File: config.mk
export PLATFORM = sky130hd
export DESIGN_NAME = gsm_ts_seq
export DESIGN_NICKNAME = d
export VERILOG_FILES = /design/src/rtl/gsm_ts_pkg.sv /design/src/rtl/gsm_ts_phase_cnt.sv /design/src/rtl/gsm_ts_seq.sv
export SDC_FILE = /design/constraint.sdc
export NUM_CORES = 1
export LEC_CHECK = 0
export ABC_AREA = 1
export CAP_MARGIN = 5
export CORE_AREA = 2 2 39 41
export CTS_BUF_LIST = sky130_fd_sc_hd__clkbuf_4
export DETAILED_ROUTE_END_ITERATION = 10
export DIE_AREA = 0 0 41 43
export PLACE_DENSITY = 0.74
export SYNTH_ARGS = -nofsm -noshare
export SYNTH_HDL_FRONTEND = slang
export SYNTH_SLANG_ARGS = --single-unit
File: constraint.sdc
create_clock -name sys_clk -period 1.5 [get_ports sys_clk]
set_input_delay 0.45 -clock sys_clk [delete_from_list [all_inputs] [get_ports sys_clk]]
set_output_delay 0.45 -clock sys_clk [all_outputs]
set_load 0.01 [all_outputs]
File: src/rtl/gsm_ts_pkg.sv
// Shared types and defaults for the GSM time-shared multiplier sequencer.
// Optional feature macro used by this slice: GSM_TS_ERRCNT_EN (sync-error counter).
package gsm_ts_pkg;

    localparam int PHASES_DEF = 4;
    localparam int PH_W_DEF   = 2;

    typedef enum logic [1:0] {
        ST_IDLE    = 2'd0,
        ST_ACQUIRE = 2'd1,
        ST_RUN     = 2'd2
    } gsm_ts_state_e;

    typedef enum logic {
        BANK_0 = 1'b0,
        BANK_1 = 1'b1
    } gsm_ts_bank_e;

    function automatic gsm_ts_bank_e bank_flip(input gsm_ts_bank_e b);
        return (b == BANK_0) ? BANK_1 : BANK_0;
    endfunction

endpackage

File: src/rtl/gsm_ts_phase_cnt.sv
// Wrapping phase counter 0..PHASES-1 with a synchronous force-to-zero.
// clr has priority over inc; at_last flags the final phase of a frame.
module gsm_ts_phase_cnt
    import gsm_ts_pkg::*;
#(
    parameter int PHASES = PHASES_DEF,
    parameter int PH_W   = PH_W_DEF
) (
    input  logic            sys_clk,
    input  logic            reset_n,
    input  logic            clr,
    input  logic            inc,
    output logic [PH_W-1:0] phase,
    output logic            at_last
);

    localparam logic [PH_W-1:0] LAST = PH_W'(PHASES - 1);

    assign at_last = (phase == LAST);

    // Phase register: zero on clear, otherwise advance and wrap at LAST.
    always_ff @(posedge sys_clk or negedge reset_n) begin
        if (!reset_n) begin
            phase <= '0;
        end else if (clr) begin
            phase <= '0;
        end else if (inc) begin
            phase <= at_last ? '0 : phase + PH_W'(1);
        end
    end

endmodule

File: src/rtl/gsm_ts_seq.sv
// Time-share sequencer for the GSM multiplier datapath.
// Tracks the sample strobe, drives phase/acc_clr/y_load, flags strobe
// misalignment and performs coefficient-bank swaps on frame boundaries.
// Optional feature macro: GSM_TS_ERRCNT_EN adds the saturating err_cnt port.
module gsm_ts_seq
    import gsm_ts_pkg::*;
#(
    parameter int PHASES = PHASES_DEF,
    parameter int PH_W   = PH_W_DEF,
    parameter int ERR_W  = 8
) (
    input  logic             sys_clk,
    input  logic             reset_n,
    input  logic             enable,
    input  logic             sam_clk_en,
    input  logic             coef_swap_req,
    output logic [PH_W-1:0]  phase,
    output logic             acc_clr,
    output logic             y_load,
    output logic             coef_swap_ack,
    output logic             bank_sel,
    output logic             sync_err,
`ifdef GSM_TS_ERRCNT_EN
    output logic [ERR_W-1:0] err_cnt,
`endif
    output gsm_ts_state_e    fsm_state
);

    // Reject inconsistent parameter sets at elaboration.
    if (PH_W != $clog2(PHASES) || ERR_W < 1) begin : g_bad_cfg
        $error("gsm_ts_seq: PH_W must equal clog2(PHASES) and ERR_W >= 1");
    end

    // Swap handshake: the requester raises coef_swap_req and holds it until
    // it sees coef_swap_ack (a one-cycle pulse, coincident with the
    // bank_sel toggle). A request is latched as pending, so a misaligned
    // strobe defers it rather than losing it. After an ack the request
    // must be seen low for at least one cycle before it can re-arm.

    gsm_ts_state_e state_q, state_nxt;
    gsm_ts_bank_e  bank_q;
    logic          swap_pend_q;
    logic          swap_armed_q;

    logic          at_last;
    logic          good_stb, bad_stb, lost_stb;
    logic          swap_want, do_swap;
    logic          cnt_clr, cnt_inc;
    logic          acc_clr_d, y_load_d, sync_err_d;

    gsm_ts_phase_cnt #(
        .PHASES (PHASES),
        .PH_W   (PH_W)
    ) u_phase_cnt (
        .sys_clk (sys_clk),
        .reset_n (reset_n),
        .clr     (cnt_clr),
        .inc     (cnt_inc),
        .phase   (phase),
        .at_last (at_last)
    );

    // FSM state register.
    always_ff @(posedge sys_clk or negedge reset_n) begin
        if (!reset_n) begin
            state_q <= ST_IDLE;
        end else begin
            state_q <= state_nxt;
        end
    end

    // Next state, strobe classification, swap decision and registered-output inputs.
    always_comb begin
        state_nxt = state_q;
        good_stb  = 1'b0;
        bad_stb   = 1'b0;
        lost_stb  = 1'b0;
        do_swap   = 1'b0;
        swap_want = swap_pend_q | (coef_swap_req & swap_armed_q);

        case (state_q)
            ST_IDLE: begin
                do_swap = swap_want;
                if (enable) begin
                    state_nxt = ST_ACQUIRE;
                end
            end
            ST_ACQUIRE: begin
                do_swap = swap_want;
                if (sam_clk_en) begin
                    state_nxt = ST_RUN;
                end
            end
            ST_RUN: begin
                if (enable) begin
                    if (sam_clk_en) begin
                        good_stb = at_last;
                        bad_stb  = ~at_last;
                    end else if (at_last) begin
                        lost_stb  = 1'b1;
                        state_nxt = ST_ACQUIRE;
                    end
                end
                do_swap = good_stb & swap_want;
            end
            default: begin
                state_nxt = ST_IDLE;
            end
        endcase

        if (!enable) begin
            state_nxt = ST_IDLE;
        end

        // Phase holds 0 outside RUN and on the first RUN cycle; a misaligned
        // strobe restarts the frame at 0.
        cnt_clr = (state_nxt != ST_RUN) | (state_q != ST_RUN) | bad_stb;
        cnt_inc = ~cnt_clr;

        // acc_clr tracks the registered (state, phase) pair it describes.
        acc_clr_d  = (state_nxt == ST_RUN) & (cnt_clr | at_last);
        // Only a good strobe closes a frame that ran 0..PHASES-1 in full;
        // the acquire entry and forced restarts never load y.
        y_load_d   = good_stb;
        sync_err_d = bad_stb | lost_stb;
    end

    // Registered outputs and swap bookkeeping.
    always_ff @(posedge sys_clk or negedge reset_n) begin
        if (!reset_n) begin
            acc_clr       <= 1'b0;
            y_load        <= 1'b0;
            sync_err      <= 1'b0;
            coef_swap_ack <= 1'b0;
            bank_q        <= BANK_0;
            swap_pend_q   <= 1'b0;
            swap_armed_q  <= 1'b1;
        end else begin
            acc_clr       <= acc_clr_d;
            y_load        <= y_load_d;
            sync_err      <= sync_err_d;
            coef_swap_ack <= do_swap;
            if (do_swap) begin
                bank_q       <= bank_flip(bank_q);
                swap_pend_q  <= 1'b0;
                swap_armed_q <= 1'b0;
            end else begin
                if (coef_swap_req && swap_armed_q) begin
                    swap_pend_q <= 1'b1;
                end
                if (!coef_swap_req) begin
                    swap_armed_q <= 1'b1;
                end
            end
        end
    end

`ifdef GSM_TS_ERRCNT_EN
    localparam logic [ERR_W-1:0] ERR_MAX = '1;

    // Saturating count of sync errors; cleared only by reset.
    always_ff @(posedge sys_clk or negedge reset_n) begin
        if (!reset_n) begin
            err_cnt <= '0;
        end else if (sync_err_d && (err_cnt != ERR_MAX)) begin
            err_cnt <= err_cnt + ERR_W'(1);
        end
    end
`endif

    assign bank_sel  = bank_q;
    assign fsm_state = state_q;

endmodule

==> results.rst <==
.. list-table::
   :header-rows: 1

   * - Metric
     - Value
   * - Total global routing track utilization
     - 0.139
   * - Maximum cell stage delay along the critical path
     - about 0.4 ns
   * - Data arrival time of the critical path
     - 0.95 ns
   * - TritonCTS clock tree
     - built
   * - Type of element launching the critical path
     - flip-flop
   * - Cell-by-cell listing of the critical path
     - dlygate4sd2_1
   * - CTS Sinks
     - 11
   * - Die Width
     - slightly above 40 um
   * - Area of the core
     - 1380 um^2
   * - Layout overhead on the synthesized area
     - 39.4%
   * - I/O pin count
     - 14
   * - Worst EP required
     - 1.05 ns
   * - Cell family with the largest share of critical-path delay
     - flip-flops
   * - Maximum clock frequency
     - between 0.7 and 0.8 GHz
   * - Share of the synthesized area in compound gates (AO/OA/AOI/OAI)
     - 0.0693
   * - Worst min-delay path category
     - input port to asynchronous set/reset pin
   * - Simple logic cell fraction of the synthesized area
     - 0.262
   * - Average footprint of a synthesized cell
     - 8.29 um^2
   * - Latest clock arrival within the worst-skew pair
     - 0.26 ns
   * - Worst Clk Skew
     - approximately 0.0016 ns
   * - Max-cap check violation count
     - 0
   * - Leakage power
     - 0.397 nW
   * - Endpoint type of the worst setup path
     - output pin
   * - Maximum clock path buffer count
     - 2
   * - Detailed-routing iteration count for the pre-antenna-repair pass
     - 4
   * - Aggregate global routing overflow
     - 0
   * - Combinational family with the most area after synthesis
     - simple AND/OR/NAND/NOR gates
   * - Buffers on Ports
     - 13
   * - Wire length per cell after detailed routing
     - 10.0 um
   * - Number of buffer and inverter instances along the worst setup path
     - 1
   * - H-tree depth reported by CTS
     - 1
   * - Detailed Route WL
     - just under 1 mm
   * - Commonest non-fill, non-tap cell in the layout
     - sky130_fd_sc_hd__nand2_1
   * - Post-Route Utilization
     - 0.509
   * - Mux share of post-synthesis cell area
     - 0
   * - Routability-driven placement congestion ratio
     - 0.759
   * - Detailed-placement wirelength estimate
     - 798 um
   * - Clock tree root driver cell
     - sky130_fd_sc_hd__clkbuf_4
   * - Worst-path fanout max
     - 3
   * - Post-route DRC violation count
     - 0
   * - Synthesis Warnings
     - 0
   * - Power density of the placed cells
     - between 1000 and 1500 nW/um^2
   * - Worst-margin pin slew
     - 0.185 ns
   * - Die Ht
     - ~43 um
   * - Cell area after synthesis
     - 505 um^2
   * - Pins Over Slew Limit
     - 0
   * - Avg Vias per Cell
     - approximately 4.6
   * - Antenna cell count
     - 0
   * - Result of the run
     - finished, final reports clean
   * - DIE AREA
     - 1760 um^2
   * - Count of standard-cell rows
     - 14
   * - Part of the Yosys area used for sequential elements
     - 0.547
   * - Final hold viol count
     - 0
   * - Max VDD drop
     - 524 uV
   * - Fraction of synthesized cell area taken by the top area cell type
     - 0.495
   * - Number of distinct standard cells referenced by the synthesized netlist
     - 16
   * - Crit path time final
     - 1.40 ns
   * - Setup repair after global routing missed its margin
     - no
   * - Via count of the first global-routing pass
     - 402
   * - Flip-flop and latch count after synthesis
     - 11
   * - Post-Synthesis Net Count
     - 67
   * - Initial Utilization
     - 0.365
   * - Via count
     - ~450
   * - # Post-CTS Setup Buffers
     - 0
   * - Number of buffers inserted during clock tree synthesis
     - 3
   * - Number of violations reported at the end of detailed-routing iteration 0
     - 9
   * - Number of instances in the synthesized netlist
     - 61
   * - Wire length of the first global-routing pass
     - 1.61 mm
   * - Hold-fix buffer count after cts
     - 0
   * - Placed standard-cell area
     - 686 um^2
   * - Share of final-layout standard cells stronger than drive strength 1
     - 0.146
   * - Rel. slew slack
     - 0.877
   * - Cell type with the largest total area after synthesis
     - sky130_fd_sc_hd__dfrtp_1
   * - Period utilisation layout
     - 0.933
   * - Type of the worst setup path
     - flip-flop to output pin
   * - Adder-cell share of the synthesized area
     - 0.0248
   * - XOR/XNOR share of the synthesized area
     - 0
   * - Number of antenna violations at the first check in global routing
     - 0
   * - Number of setup violations in the final report
     - 0
   * - Post-route cell area
     - around 700 um^2
   * - NumNets Final
     - 89
   * - ANT nets after route
     - 0
   * - Synth top area cells
     - sky130_fd_sc_hd__dfrtp_1 50%, sky130_fd_sc_hd__nand2_1 9.7%, sky130_fd_sc_hd__inv_1 8.9%, sky130_fd_sc_hd__nand3_1 5.9%, sky130_fd_sc_hd__dfstp_2 5.2%
   * - Slowest cell on crit path
     - sky130_fd_sc_hd__dfrtp_1
   * - Pin count of the biggest net entering global routing
     - 12
   * - Clock slew at the register clock pins of the worst setup and hold paths
     - approximately 0.07 ns
   * - Most frequent cells in the layout
     - 13 x sky130_fd_sc_hd__nand2_1, 12 x sky130_fd_sc_hd__inv_1, 10 x sky130_fd_sc_hd__dfrtp_1
[what timing repair did]
item	CTS	global route
hold endpoints to repair	0	0
setup endpoints to repair	9	0
resized for setup	9	0
[Yosys cell counts, drive strengths merged]
| cell type | instances |
|---|---|
| a21boi | 1 |
| a21oi | 3 |
| dfrtp | 10 |
| dfstp | 1 |
| ha | 1 |
| inv | 13 |
| nand2 | 13 |
| nand3 | 6 |
| nand4 | 1 |
| nor2 | 7 |
| nor3 | 2 |
| o21ai | 1 |
| o21bai | 1 |
| or2 | 1 |
[per-layer routing]
layer	track usage	wire length, um	vias to the layer above
met4	0.0800	19	0
met3	0.0157	42	2
met1	0.178	424	209
met5	0	0	-
li1	-	-	229
met2	0.216	497	14
[cell type report]
type                    count  area (um^2)
fillers                   143          679
flip-flops and latches     11          277
multi-input cells          37          180
repair buffers             17          149
inverters                  13         48.8
clock buffers               4         30.0
well taps                  16         20.0
[cells by family (layout without fill, tap and decap cells)]
kind of cell / count (synthesis) / in the layout
buffers and inverters: 13 / 34
AND/OR/NAND/NOR: 30 / 30
adder cells (fa/ha/maj): 1 / 1
flip-flops: 11 / 11
AO/OA/AOI/OAI: 6 / 6
[metrics by stage]
| step | hold slack (ns) | setup WS [ns] | instances | total power (W) | TNS (ns) |
|---|---|---|---|---|---|
| 6_report | 0.480 | 0.101 | 98 | 0.000760 | 0 |
| 5_1_grt | 0.497 | 0.0733 | 98 | 0.000815 | 0 |
| 4_1_cts | 0.484 | 0.0930 | 98 | 0.000770 | 0 |
| 3_5_place_dp | 0.511 | -0.0645 | 94 | 0.000574 | -0.166 |
| 3_3_place_gp | 0.500 | -0.0464 | 94 | 0.000569 | -0.0814 |
| 2_1_floorplan | 0.154 | 0.363 | 61 | 0.000466 | 0 |
[power by group]
group / switching (W) / leakage (nW) / total [W] / internal [W]
Combinational: 0.000100 / 0.235 / 0.000182 / 0.0000815
Sequential: 0.0000190 / 0.144 / 0.000362 / 0.000343
Clock: 0.0000960 / 0.0184 / 0.000217 / 0.000121
Total: 0.000215 / 0.397 / 0.000760 / 0.000545
[path summary, 6_finish.rpt]
check                                            endpoint                           start  slack [ns]  depth (start not counted)
setup / recovery                                 phase[0]  u_phase_cnt.phase[0]$_DFF_PN0_        0.10                          1
hold / removal                           y_load$_DFF_PN0_                         reset_n        0.48                          2
setup reg to reg           u_phase_cnt.phase[0]$_DFF_PN0_  u_phase_cnt.phase[0]$_DFF_PN0_        0.29                          5
hold reg to reg                  swap_armed_q$_DFFE_PN1P_        swap_armed_q$_DFFE_PN1P_        0.52                          2
max in group asynchronous        swap_armed_q$_DFFE_PN1P_                         reset_n        0.80                          2
min in group sys_clk             swap_armed_q$_DFFE_PN1P_        swap_armed_q$_DFFE_PN1P_        0.52                          2
No activity file was read; power rests on OpenSTA's default activity.
==> variant (same flow settings) <==
Register the output `sync_err` once more, without a reset; this adds one clock of latency there. The other outputs are not delayed to match.
--- a/src/rtl/gsm_ts_seq.sv
+++ b/src/rtl/gsm_ts_seq.sv
@@ -27,2 +27,4 @@
 );
+
+    logic sync_err_s0;
 
@@ -132,3 +134,3 @@
             y_load        <= 1'b0;
-            sync_err      <= 1'b0;
+            sync_err_s0   <= 1'b0;
             coef_swap_ack <= 1'b0;
@@ -140,3 +142,3 @@
             y_load        <= y_load_d;
-            sync_err      <= sync_err_d;
+            sync_err_s0   <= sync_err_d;
             coef_swap_ack <= do_swap;
@@ -173,2 +175,6 @@
 
+    always_ff @(posedge sys_clk) begin
+        sync_err <= sync_err_s0;
+    end
+
 endmodule
Check against the original RTL: not equivalent (a bounded check fails within 4 cycles, from zero or initial values and one cycle with reset_n low).
==> variant against the unedited design <==
Wire length rose by 1.1%. Power grew 0.95%. Setup slack gained 2.0 ps. Final area is 2.3% higher. Sequential cell count grew 1. Synthesized area grew 4.0%. Maximum frequency grew 0.14%. Largest cell class unchanged. Highest routed layer is now met3.
==> variant: results (changes against the unedited design) <==
| Metric | This run | Unit | Delta |
|---|---|---|---|
| Status | finished clean | - |  |
| Main flop type after synthesis | sky130_fd_sc_hd__dfrtp_1 | - |  |
| Non-filler cells, final | 99 | - | +1.0% |
| Via count of the first global-routing pass | 407 | - | +1.2% |
| Worst Skew | 7.338 | ps | +5.712 ps |
| Gate Count Post-Synth | 62 | - | +1.6% |
| Maximum VDD drop | 0.8069 | mV | +54% |
| Static Leakage | 0.4025 | nW | +1.3% |
| Unique masters post-synth | 17 | - | +1 |
| Transition time of the tightest slew-check pin | 190.7 | ps | +6.017 ps |
| Nets | 90 | - | +1.1% |
| Worst hold-check path type | reg2reg | - |  |
| TritonCTS buffer count | 3 | - | unchanged |
| Leading cell types by count after synthesis | sky130_fd_sc_hd__nand2_1 (13), sky130_fd_sc_hd__inv_1 (12), sky130_fd_sc_hd__dfrtp_1 (10) | - |  |
| Maximum fanout encountered on the critical timing path | 3 | - | unchanged |
| Fraction of final layout cells sized beyond drive strength 1 | 0.1325 | - | -0.01381 |
| Maximum number of pins on one net before global-route repair | 12 | - | unchanged |
| Wire length of the first global-routing pass | 1.662 | mm | +3.0% |
| Sequential cell area fraction in the yosys report | 0.5643 | - | +0.01726 |
| Cell area after placement | 705.7 | um2 | +2.9% |
| Routed wirelength normalized by instance count | 10.05 | um | about the same |
| Global-route usage over all layers | 0.1446 | - | +0.005234 |
| Number of violations reported at the end of detailed-routing iteration 0 | 5 | - | -4 |
| Post-Place Setup Slack | -55.29 | ps | +9.229 ps |
| Number of setup violations in the final report | 0 | - | unchanged |
| Post-detailed-route via-to-cell ratio | 4.717 | - | +1.8% |
| Clock slew at the register clock pins of the worst setup and hold paths | 70 | ps | about the same |
| Detail Placement HPWL | 803.1 | um | +0.65% |
| Top area cells in the synthesized netlist | sky130_fd_sc_hd__dfrtp_1 (48%), sky130_fd_sc_hd__nand2_1 (9.3%), sky130_fd_sc_hd__inv_1 (8.6%) | - |  |
| CP max stage delay | 390 | ps |  |
| Layout filler cell count | 137 | - | -4.2% |
| Post-placement cell count | 95 | - | +1.1% |
| Post-synthesis async set-or-reset flop share | 0.9167 | - | -0.08333 |
| Net count after synthesis | 68 | - | +1.5% |
| Routability cong. | 0.8090 | - | +6.6% |
| Share of Yosys cell area claimed by the top area cell type | 0.4762 | - | -0.01886 |
[variant: routing by layer]
metal  vias to the layer above  track usage  wire length [um]
li1                        237            -                 -
met1                       211       0.1818               407
met2                        19       0.2125               502
met3                         0      0.07330                86
met4                         0      0.04000                 0
met5                         -            0                 0
[variant: where the power goes]
part	switching, mW	internal, mW	total, mW
registers	0.0188	0.370	0.389
logic	0.103	0.0816	0.184
clock network	0.0979	0.0960	0.194
[variant: logic make-up after synthesis]
kind of cell,Yosys count,synth area share
AO/OA/AOI/OAI,6,0.06666
adder cells (fa/ha/maj),1,0.02381
buffers and inverters,13,0.09284
flip-flops,12,0.5643
AND/OR/NAND/NOR,30,0.2524
[variant: layout make-up]
type / count / area (um2) / share of cell area
sequential: 12 / 296.5 / 0.4115
inverter: 13 / 48.80 / 0.06771
timing repair buffer: 17 / 148.9 / 0.2066
multi-input combinational: 37 / 180.2 / 0.2500
tap: 16 / 20.02 / 0.02778
clock inverter: 1 / 3.754 / 0.005208
clock buffer: 3 / 22.52 / 0.03125
[variant: repair_timing]
item | CTS | global route
buffers inserted | 0 | 0
gates resized for setup | 9 | 0
setup endpoints to repair | 9 | 0
[variant: final timing paths]
kind | slack [ps] | depth (start not counted) | to | from
worst max-delay path | 100 | 1 | phase[0] | u_phase_cnt.phase[0]
worst min-delay path | 370 | 0 | sync_err | sync_err_s0
worst max register to register | 290 | 5 | u_phase_cnt.phase[0] | u_phase_cnt.phase[0]
worst min register to register | 370 | 0 | sync_err | sync_err_s0
max in group asynchronous | 790 | 2 | swap_armed_q | reset_n
min in group asynchronous | 480 | 2 | y_load | reset_n
